File: src/rtl/ysyx_22040386_wb_arbiter.sv
// Register-file write-port arbiter between the WB stage and the MDU result FIFO.
// Optional MDU anti-starvation counter is enabled by defining YSYX_22040386_WB_STARVE_EN.
module ysyx_22040386_wb_arbiter #(
    parameter int STARVE_LIMIT = 4,
    parameter int DEPTH        = 2
) (
    input  logic        clk,
    input  logic        rst_n,
    input  logic        i_WB_valid,
    input  logic        i_WB_RegWrite,
    input  logic [4:0]  i_WB_reg_wr_addr,
    input  logic [63:0] i_WB_reg_wr_data,
    input  logic [63:0] i_WB_pc,
    output logic        o_WB_stall,
    input  logic        i_mdu_valid,
    output logic        o_mdu_ready,
    input  logic [4:0]  i_mdu_rd,
    input  logic [63:0] i_mdu_data,
    input  logic [63:0] i_mdu_pc,
    output logic        o_rf_wen,
    output logic [4:0]  o_rf_waddr,
    output logic [63:0] o_rf_wdata,
    output logic        o_commit_valid,
    output logic [63:0] o_commit_pc,
    output logic [31:0] o_busy_mask
);
    localparam int AW = $clog2(DEPTH);
    localparam logic [AW:0] FULL_CNT = (AW+1)'(DEPTH);
    localparam logic [AW:0] CNT_ONE  = (AW+1)'(1);

    if (DEPTH < 2 || (DEPTH & (DEPTH - 1)) != 0) begin : g_bad_depth
        $error("DEPTH must be a power of two >= 2");
    end
    if (STARVE_LIMIT < 1 || STARVE_LIMIT > 15) begin : g_bad_limit
        $error("STARVE_LIMIT must be in 1..15");
    end

    typedef struct packed {
        logic [4:0]  rd;
        logic [63:0] data;
        logic [63:0] pc;
    } mdu_entry_t;

    mdu_entry_t       fifo_mem [DEPTH];
    logic [DEPTH-1:0] fifo_vld, vld_nxt;
    logic [AW-1:0]    wr_ptr, rd_ptr;
    logic [AW:0]      count;
    mdu_entry_t       head;
    logic             push, pop, pipe_req, mdu_req, mdu_grant, pipe_grant, starve_hit;
    logic             out_mdu_pend;

    assign head        = fifo_mem[rd_ptr];
    assign pipe_req    = i_WB_valid;
    assign mdu_req     = (count != '0);
    assign o_mdu_ready = (count != FULL_CNT);
    assign push        = i_mdu_valid && o_mdu_ready;
    assign mdu_grant   = mdu_req && (!pipe_req || starve_hit);
    assign pipe_grant  = pipe_req && !mdu_grant;
    assign pop         = mdu_grant;
    assign o_WB_stall  = pipe_req && mdu_grant;

`ifdef YSYX_22040386_WB_STARVE_EN
    localparam logic [3:0] LIMIT = 4'(STARVE_LIMIT);
    logic [3:0] starve_cnt;

    assign starve_hit = (starve_cnt == LIMIT);

    always_ff @(posedge clk or negedge rst_n) begin
        if (!rst_n) begin
            starve_cnt <= '0;
        end else if (!mdu_req || mdu_grant) begin
            starve_cnt <= '0;
        end else if (pipe_grant && !starve_hit) begin
            starve_cnt <= starve_cnt + 4'd1;
        end
    end
`else
    assign starve_hit = 1'b0;
`endif

    always_comb begin
        vld_nxt = fifo_vld;
        if (pop)  vld_nxt[rd_ptr] = 1'b0;
        if (push) vld_nxt[wr_ptr] = 1'b1;
    end

    // NOTE: sequential state uses non-blocking assignments so every register samples pre-edge values.
    always_ff @(posedge clk or negedge rst_n) begin
        if (!rst_n) begin
            wr_ptr   <= '0;
            rd_ptr   <= '0;
            count    <= '0;
            fifo_vld <= '0;
        end else begin
            if (push) wr_ptr <= wr_ptr + 1'b1;
            if (pop)  rd_ptr <= rd_ptr + 1'b1;
            fifo_vld <= vld_nxt;
            case ({push, pop})
                2'b10:   count <= count + CNT_ONE;
                2'b01:   count <= count - CNT_ONE;
                default: count <= count;
            endcase
        end
    end

    // NOTE: payload storage has no reset; fifo_vld/count gate every use, so stale contents are harmless.
    always_ff @(posedge clk) begin
        if (push) fifo_mem[wr_ptr] <= '{rd: i_mdu_rd, data: i_mdu_data, pc: i_mdu_pc};
    end

    always_ff @(posedge clk or negedge rst_n) begin
        if (!rst_n) begin
            o_rf_wen       <= 1'b0;
            o_rf_waddr     <= '0;
            o_rf_wdata     <= '0;
            o_commit_valid <= 1'b0;
            o_commit_pc    <= '0;
            out_mdu_pend   <= 1'b0;
        end else begin
            o_rf_wen       <= 1'b0;
            o_commit_valid <= 1'b0;
            out_mdu_pend   <= 1'b0;
            if (mdu_grant) begin
                o_rf_wen       <= (head.rd != 5'd0);
                o_rf_waddr     <= head.rd;
                o_rf_wdata     <= head.data;
                o_commit_valid <= 1'b1;
                o_commit_pc    <= head.pc;
                out_mdu_pend   <= (head.rd != 5'd0);
            end else if (pipe_grant) begin
                o_rf_wen       <= i_WB_RegWrite && (i_WB_reg_wr_addr != 5'd0);
                o_rf_waddr     <= i_WB_reg_wr_addr;
                o_rf_wdata     <= i_WB_reg_wr_data;
                o_commit_valid <= 1'b1;
                o_commit_pc    <= i_WB_pc;
            end
        end
    end

    // NOTE: every combinational output gets a default first so no latch is inferred.
    always_comb begin
        o_busy_mask = '0;
        for (int i = 0; i < DEPTH; i++) begin
            if (fifo_vld[i]) o_busy_mask[fifo_mem[i].rd] = 1'b1;
        end
        if (out_mdu_pend) o_busy_mask[o_rf_waddr] = 1'b1;
        o_busy_mask[0] = 1'b0;
    end
endmodule

File: config.mk
export PLATFORM = sky130hd
export DESIGN_NAME = ysyx_22040386_wb_arbiter
export DESIGN_NICKNAME = d
export VERILOG_FILES = /design/src/rtl/ysyx_22040386_wb_arbiter.sv
export SDC_FILE = /design/constraint.sdc
export NUM_CORES = 1
export LEC_CHECK = 0
export ABC_AREA = 1
export CAP_MARGIN = 10
export CORE_MARGIN = 5
export CORE_UTILIZATION = 46
export CTS_BUF_LIST = sky130_fd_sc_hd__clkbuf_4 sky130_fd_sc_hd__clkbuf_8
export CTS_CLUSTER_SIZE = 12
export DETAILED_ROUTE_END_ITERATION = 6
export MAX_ROUTING_LAYER = met4
export PLACE_DENSITY = 0.79
export SETUP_SLACK_MARGIN = 0.4
export SKIP_CTS_REPAIR_TIMING = 1
export SLEW_MARGIN = 30
export SYNTH_ARGS = -nofsm -noshare
export SYNTH_HDL_FRONTEND = slang
export SYNTH_SLANG_ARGS = --single-unit
export TNS_END_PERCENT = 5
File: constraint.sdc
create_clock -name clk -period 6.35 [get_ports clk]
set_input_delay 0.635 -clock clk [delete_from_list [all_inputs] [get_ports clk]]
set_output_delay 0.635 -clock clk [all_outputs]
set_load 0.005 [all_outputs]
==> impl_metrics.csv, run 1 <==
group,metric,value,unit
sta,hold_viol,0,
critical_path,r2r_cells,6,
floorplanning,core_area,0.0375,mm^2
cells_and_area,final_nets,2595,
grt,grt_use_total,23.8,%
floorplanning,die_w,205,um
power_and_ir_drop,p_per_area,430,mW/mm^2
floorplanning,initial_utilization,46.4,%
clock_network,cts_tree,"yes",
synthesis,synth_area,0.0174,mm^2
clock_network,clockRootBuffer,"clkbuf_8",
critical_path,worst-path-buf-inv,2,
cells_and_area,layout-drive-gt1-share,6.07,%
synthesis,yosys.area_share.simple,29.7,%
drt,ant_nets,0,
cells_and_area,fill_cells,2996,
synthesis,synth_compound_area_share,0.467,%
sta,finalSetupViolCount,0,
critical_path,worstPathMaxFanout,8,
placed_design,hpwl,32.6,mm
clock_network,clkLatencyLatePin,600,ps
critical_path,worstReg2RegStart,"count[1]",
drt,vias,14300,
synthesis,muxShareOfSynthArea,0,%
outcome,status,"finished clean",
clock_network,cts_buffer_depth,3,
sta,tns,0,ps
synthesis,synth-edff-count,266,
floorplanning,dieArea,0.0418,mm^2
sta,tightest_slew,1020,ps
critical_path,crit_family,"simple AND/OR/NAND/NOR gates",
critical_path,reg2reg_slack,3450,ps
synthesis,synth.area.top_cells,"edfxtp_1, nand2_1, dfrtp_1",
drt,drc,0,
critical_path,cp-end-kind,"output port",
power_and_ir_drop,max-vdd-ir-drop,0.238,mV
floorplanning,die_y,205,um
synthesis,synth_adder_area_share,0.0719,%
placed_design,gp_congestion,0.872,
synthesis,synth_common_cells,"nand2_1, edfxtp_1, dfrtp_1, buf_2",
sta,post-route-period-util,53.7,%
grt,overflow,0,
power_and_ir_drop,p_leak,10.6,nW
sta,rsz0062_at_grt,"false",
synthesis,synthArstFlopShare,34.8,%
synthesis,avgSynthCellArea,9.20,um^2
synthesis,syn_inst,1891,
grt,grt_pass1_wl,76.7,mm
floorplanning,pin_count,440,
synthesis,synth_seq_area_share,66.3,%
placed_design,io_buffers,437,
synthesis,yosys_most_used_dff,"edfxtp_1",
grt,grt_pass1_vias,14400,
synthesis,synth_top_family_by_area,"simple AND/OR/NAND/NOR gates",
clock_network,cts_sinks,408,
synthesis,synth_xor_area_share,0.151,%
sta,finalMaxSlewViolations,0,
synthesis,synth_top_cell_area_share,45.9,%
min_path,hp-class,"in -> async",
synthesis,ys_types,25,
floorplanning,core.rowCount,71,
drt,wl_per_cell,17.3,um
critical_path,crit_slowest_cell,"nor3_1",
sta,hold-worst-slack,88.4,ps
cells_and_area,syn_to_final_growth,35.6,%
sta,finalCriticalPeriod,3410,ps
critical_path,max_stage_delay,820,ps
sta,fin_skew,25.5,ps
synthesis,synth.largest_area_cell,"edfxtp_1",
drt,wl,50.0,mm
clock_network,htree_levels,3,
critical_path,critPathKind,"reg -> out",
critical_path,r2r-end,"o_commit_pc[24]",
drt,drtIter0Drc,898,
critical_path,start_kind,"flop",
sta,clock.fmax,0.294,GHz
run,drv_cap,0,
clock_network,clkTransAtPathRegs,70,ps
synthesis,yosysWarnings,0,
grt,grt_max_degree,134,
synthesis,synth.most_common_cell,"nand2_1",
critical_path,cp_data_required_time,5710,ps
sta,relSlewSlack,31.4,%
grt,antenna_found_initial,7,
critical_path,arrival,2770,ps
critical_path,path_cells,"inv_1 > nor3_1 > nand2_1 > nand3_1 > clkdlybuf4s50_1",
drt,vias_per_cell,4.94,
placed_design,post-place-ws,2790,ps
power_and_ir_drop,total_power,10.2,mW
drt,drt-pass1-iter-count,5,
sta,final.setup.worst_slack,2940,ps
clock_network,cts_buffers,67,
synthesis,synth-seq-cells,408,
## kinds of logic (layout without fill, tap and decap cells)
logic type / after synthesis / after routing
flops: 408 / 408
other cells: 1 / 9
fa+ha+maj: 1 / 1
simple gates: 1352 / 1352
buf+inv: 113 / 595
compound gates: 13 / 13
xor+xnor: 3 / 3
## worst max path at each step
stage / cells after the start / startpoint / to
final: 5 / fifo_mem[0][129] / o_busy_mask[31]
after global routing: 5 / fifo_mem[0][129] / o_busy_mask[23]
after CTS: 5 / o_rf_waddr[1] / o_busy_mask[31]
after detailed placement: 7 / i_WB_valid / o_commit_pc[24]
after global placement: 7 / i_WB_valid / o_commit_pc[16]
after floorplan: 2 / i_mdu_valid / fifo_mem[0][0]
## cell usage in the layout, fill, tap and decap left out, drive strengths merged
cell,instances
o21ai,6
conb,2
a21oi,2
nor2,11
bufinv,3
ha,1
xnor2,2
buf,14
clkinv,12
clkdlybuf4s50,436
nand2,1274
edfxtp,266
o211ai,2
xor2,1
nand4,1
inv,25
nand3,33
dfrtp,142
clkinvlp,5
clkbuf,100
nor3,33
diode,7
o221ai,3
## cell type report
cell class | count | area [um^2] | share of cell area [%]
Inverter | 25 | 101 | 0.430
Clock buffer | 100 | 1230 | 5.22
Multi-Input combinational cell | 1371 | 5350 | 22.7
Sequential cell | 408 | 11500 | 48.9
Clock inverter | 20 | 181 | 0.769
Antenna cell | 7 | 17.5 | 0.0742
Timing Repair Buffer | 450 | 4530 | 19.2
Tap cell | 511 | 639 | 2.71
## state kept, by name, summed over array words and instances (netlist names)
signal	flops
o_commit_pc	64
o_rf_waddr	5
o_commit_valid	1
rd_ptr	1
out_mdu_pend	1
wr_ptr	1
fifo_vld	2
count	2
o_rf_wen	1
fifo_mem	266
o_rf_wdata	64
## worst reg2reg max path, cell delays in order, from the launching register on
cell and delay, ps:
dfrtp_1 410, nor2_2 240, nand2_4 380, inv_4 700, buf_4 790, nand2_1 160, nand2_1 130
## per-layer routing
metal	vias to the layer above	wire length, um	global-route usage [%]
li1	6868	-	-
met1	6729	20200	29.7
met2	608	24200	38.0
met3	95	4130	6.11
met4	0	1420	8.73
met5	-	0	-
## power by group
| part | switching [mW] | internal, mW | total (mW) |
|---|---|---|---|
| Clock | 1.03 | 1.37 | 2.39 |
| Combinational | 2.04 | 1.52 | 3.56 |
| Sequential | 0.443 | 3.75 | 4.19 |
| Total | 3.51 | 6.64 | 10.2 |
## metrics by stage
step,area [um^2],utilization (%),cells
floorplan,17400,-,1892
global placement,22100,58.9,2763
detailed placement,22100,59.0,2764
CTS,23500,62.8,2884
global route,23600,62.9,2892
finish,23600,62.9,2892
Note: power is estimated with default switching activity, not from simulation.
==> run 2: changes to the inputs <==
Settings changed: CORE_UTILIZATION 46 to 50, PLACE_DENSITY 0.79 to 0.81.
Clock period 6.35 ns to 3.3 ns, I/O delays scaled along.
==> impl_metrics.csv, run 2 (synthesis gave the netlist of run 1 again) <==
group,metric,value,unit
clock_network,cts_buffers,68,
critical_path,r2r-end,"o_rf_wdata[58]",
power_and_ir_drop,p_comb_share,36.2,%
power_and_ir_drop,total_power,19.4,mW
placed_design,post-place-ws,862,ps
floorplanning,dieArea,0.0386,mm^2
sta,hold_viol,0,
cells_and_area,layout_commonest_cell,"nand2_1",
drt,vias,14400,
grt,grt_pass1_wl,76.4,mm
cells_and_area,largest_reg_flops,266,
power_and_ir_drop,seqPwrFrac,41.3,%
sta,tightest_slew,837,ps
cells_and_area,layout-drive-gt1-share,6.65,%
clock_network,clkTransAtPathRegs,60,ps
sta,final.setup.worst_slack,508,ps
sta,finalMaxSlewViolations,0,
floorplanning,die_y,197,um
clock_network,clkLatencyLatePin,590,ps
critical_path,max_stage_delay,510,ps
run,drv_cap,0,
sta,finalSetupViolCount,0,
cells_and_area,final_util,68.6,%
floorplanning,core_area,0.0345,mm^2
drt,drt-pass1-iter-count,6,
sta,post-route-period-util,84.6,%
power_and_ir_drop,p_leak,10.6,nW
critical_path,reg2reg_slack,1160,ps
min_path,hp-class,"in -> reg",
critical_path,cp_data_required_time,2970,ps
critical_path,path_cells,"inv_1 > nor3_1 > nand2_1 > nand3_1 > clkdlybuf4s50_1",
power_and_ir_drop,p_sw,6.73,mW
critical_path,crit_slowest_cell,"clkdlybuf4s50_1",
clock_network,htree_levels,3,
grt,overflow,0,
drt,ant_nets,0,
cells_and_area,syn_to_final_growth,35.7,%
floorplanning,die_w,197,um
sta,tns,0,ps
cells_and_area,layoutNonFillerInstCount,2856,
power_and_ir_drop,p_per_area,820,mW/mm^2
clock_network,cts_buffer_depth,3,
clock_network,clockRootBuffer,"clkbuf_8",
drt,drtIter0Drc,893,
cells_and_area,top_register,"fifo_mem",
grt,grt_max_degree,137,
outcome,status,"finished clean",
placed_design,gp_congestion,0.879,
critical_path,r2r_cells,6,
sta,clock.fmax,0.358,GHz
grt,grt_use_total,25.5,%
power_and_ir_drop,power.clock.fraction,22.6,%
cells_and_area,final_design_area_no_fill,0.0236,mm^2
drt,wl,49.2,mm
floorplanning,pin_count,440,
critical_path,start_kind,"flop",
critical_path,critPathKind,"reg -> out",
clock_network,cts_sinks,408,
sta,finalCriticalPeriod,2790,ps
cells_and_area,most-common-layout-cells,"nand2_1, clkdlybuf4s50_1, edfxtp_1",
min_path,min-delay-start,"i_mdu_pc[28]",
floorplanning,core.rowCount,68,
grt,grt_pass1_vias,14500,
placed_design,placed_cells,2721,
placed_design,dpl_cell_area,0.0222,mm^2
cells_and_area,reg.largest.list,"fifo_mem (266), o_commit_pc (64), o_rf_wdata (64)",
critical_path,crit_family,"simple AND/OR/NAND/NOR gates",
sta,fin_skew,27.7,ps
power_and_ir_drop,max-vdd-ir-drop,0.477,mV
min_path,holdPathStages,1,
power_and_ir_drop,p_int,12.6,mW
critical_path,worst-path-buf-inv,2,
placed_design,hpwl,32.9,mm
sta,relSlewSlack,44.2,%
grt,antenna_found_initial,9,
min_path,hold_end,"fifo_mem[0][28]",
cells_and_area,final_nets,2609,
sta,rsz0062_at_grt,"false",
floorplanning,initial_utilization,50.5,%
clock_network,cts_tree,"yes",
critical_path,cp-end-kind,"output port",
power_and_ir_drop,switching_share,34.7,%
drt,drc,0,
critical_path,worstReg2RegStart,"count[0]",
critical_path,arrival,2460,ps
drt,vias_per_cell,5.03,
placed_design,io_buffers,437,
drt,wl_per_cell,17.2,um
critical_path,worstPathMaxFanout,6,
sta,hold-worst-slack,325,ps
run 2: power groups by stage:
stage	logic (mW)	clock network, mW	registers [mW]
finish	7.00	4.37	7.99
CTS	7.09	4.48	7.98
global route	7.78	4.73	8.13
detailed placement	7.06	0	8.04
global placement	6.88	0	8.00
floorplan	3.56	0	8.00
run 2: worst max path at each step:
stage / from / endpoint / slack, ps / depth (start not counted)
5_1_grt: fifo_mem[1][132] / o_busy_mask[19] / 410 / 5
3_3_place_gp: i_WB_valid / o_rf_wdata[47] / 990 / 7
4_1_cts: o_rf_waddr[1] / o_busy_mask[20] / 350 / 4
2_1_floorplan: count[0] / fifo_mem[1][0] / 250 / 4
6_report: o_rf_waddr[3] / o_busy_mask[15] / 510 / 5
3_5_place_dp: i_WB_valid / o_rf_wdata[58] / 860 / 7
run 2: layout make-up:
| type | count | area [um^2] |
|---|---|---|
| Sequential cell | 408 | 11500 |
| Inverter | 25 | 101 |
| Antenna cell | 9 | 22.5 |
| Timing Repair Buffer | 463 | 4700 |
| Multi-Input combinational cell | 1371 | 5340 |
| Clock inverter | 19 | 105 |
| Fill cell | 2537 | 10800 |
| Clock buffer | 106 | 1250 |
| Tap cell | 455 | 569 |
run 2: metal layers:
| layer | wire [um] | GRT usage, % | vias up |
|---|---|---|---|
| li1 | - | - | 6915 |
| met1 | 18800 | 31.3 | 6783 |
| met2 | 24600 | 41.5 | 579 |
| met3 | 4240 | 6.46 | 99 |
| met4 | 1530 | 9.14 | 0 |
| met5 | 0 | - | - |
==> run 3: changes to the inputs <==
Settings changed: CORE_UTILIZATION 50 to 46, PLACE_DENSITY 0.81 to 0.79.
Clock period 3.3 ns to 2.25 ns, I/O delays scaled along.
==> impl_metrics.csv, run 3 (synthesis gave the netlist of run 1 again) <==
group,metric,value,unit
outcome,status,"complete, but fails checks",
outcome,failed_checks,"negative setup slack",
floorplanning,pin_count,440,
cells_and_area,top_register,"fifo_mem",
sta,final.setup.worst_slack,-10.5,ps
critical_path,worstReg2RegStart,"count[1]",
drt,wl,53.3,mm
grt,overflow,0,
critical_path,cp-end-kind,"output port",
floorplanning,die_y,205,um
critical_path,r2r_cells,8,
min_path,hp-class,"in -> async",
clock_network,htree_levels,3,
grt,grt_pass1_wl,80.1,mm
clock_network,clkLatencyLatePin,610,ps
placed_design,io_buffers,437,
drt,vias_per_cell,4.99,
cells_and_area,largest_reg_flops,266,
critical_path,max_stage_delay,490,ps
cells_and_area,multi_input_area,0.00558,mm^2
sta,rsz0062_at_grt,"true",
sta,fin_skew,27.4,ps
critical_path,cp_data_required_time,2030,ps
critical_path,start_kind,"flop",
cells_and_area,reg.largest.list,"fifo_mem (266), o_commit_pc (64), o_rf_wdata (64)",
grt,grt_max_degree,137,
floorplanning,core.rowCount,71,
cells_and_area,most-common-layout-cells,"nand2_1, clkdlybuf4s50_1, edfxtp_1",
power_and_ir_drop,max-vdd-ir-drop,1.09,mV
critical_path,worstPathMaxFanout,4,
floorplanning,core_area,0.0375,mm^2
grt,grt_pass1_vias,15000,
drt,drc,0,
grt,grt_use_total,25.1,%
sta,clock.fmax,0.442,GHz
placed_design,gp_congestion,0.868,
sta,post-route-period-util,100,%
critical_path,crit_family,"buffers and inverters",
cells_and_area,final_nets,2690,
run,drv_cap,0,
floorplanning,dieArea,0.0418,mm^2
cells_and_area,fill_cells,2853,
cells_and_area,syn_to_final_growth,42.8,%
sta,relSlewSlack,50.6,%
critical_path,critPathKind,"reg -> out",
drt,ant_nets,0,
clock_network,clkTransAtPathRegs,60,ps
sta,hold_viol,0,
critical_path,cp.depth,7,
placed_design,hpwl,34.6,mm
sta,finalMaxSlewViolations,0,
floorplanning,die_w,205,um
cells_and_area,regArea,0.0115,mm^2
critical_path,arrival,2040,ps
cells_and_area,layout_commonest_cell,"nand2_1",
clock_network,cts_buffer_depth,3,
critical_path,path_cells,"buf_4 > nor3_4 > buf_4 > buf_4 > nand2_1 > nand3_1 > clkbuf_2",
clock_network,cts_buffers,71,
clock_network,cts_sinks,408,
grt,antenna_found_initial,11,
sta,finalSetupViolCount,1,
critical_path,crit_path_frequent_cell,"buf_4",
drt,drtIter0Drc,986,
power_and_ir_drop,total_power,30.0,mW
sta,tightest_slew,741,ps
floorplanning,initial_utilization,46.4,%
drt,drt-pass1-iter-count,5,
critical_path,worstSetupStartpoint,"fifo_mem[0][131]",
drt,wl_per_cell,17.8,um
power_and_ir_drop,p_per_area,1210,mW/mm^2
clock_network,clockRootBuffer,"clkbuf_8",
sta,hold-worst-slack,150,ps
power_and_ir_drop,p_leak,11.6,nW
cells_and_area,layout-drive-gt1-share,11.8,%
clock_network,cts_tree,"yes",
critical_path,worst-path-buf-inv,4,
sta,finalCriticalPeriod,2260,ps
critical_path,crit_slowest_cell,"edfxtp_1",
drt,vias,15000,
## run 3: final cells by class
type	count	area share [%]
inverters	25	0.473
flip-flops and latches	408	46.5
diodes	11	0.111
repair buffers	541	21.9
clock buffers	120	5.69
clock inverters	11	0.337
multi-input cells	1371	22.5
well taps	511	2.57
## run 3: final timing paths
path,end,slack [ps]
worst max-delay path,o_busy_mask[6],-10
worst min-delay path,o_commit_pc[40],150
worst max register to register,o_rf_wdata[6],490
worst min register to register,o_commit_pc[43],480
max in group asynchronous,o_rf_waddr[4],1370
min in group clk,fifo_mem[1][85],200
## run 3: routing by layer
| layer | vias to the layer above | GRT usage, % | routed length, um |
|---|---|---|---|
| li1 | 7073 | - | - |
| met1 | 7062 | 30.7 | 20700 |
| met2 | 674 | 39.7 | 25800 |
| met3 | 152 | 5.94 | 4180 |
| met4 | 0 | 11.7 | 2510 |
| met5 | - | - | 0 |
## run 3: metrics by stage
step / instances / util, % / area [um^2] / TNS [ps] / worst slack (ps)
2_1_floorplan: 1892 / - / 17400 / -209960 / -801
3_3_place_gp: 2794 / 60.1 / 22500 / 0 / 208
3_5_place_dp: 2794 / 60.1 / 22500 / 0 / 190
4_1_cts: 2925 / 64.1 / 24000 / -10640 / -473
5_1_grt: 2998 / 66.3 / 24900 / -818 / -129
6_report: 2998 / 66.3 / 24900 / -10.5 / -10.5
## run 3: where the power goes
part	leakage, nW	switching (mW)	internal, mW
clock	0.801	2.94	4.07
combinational	6.64	6.33	4.97
sequential	4.18	1.10	10.6
total	11.6	10.4	19.6
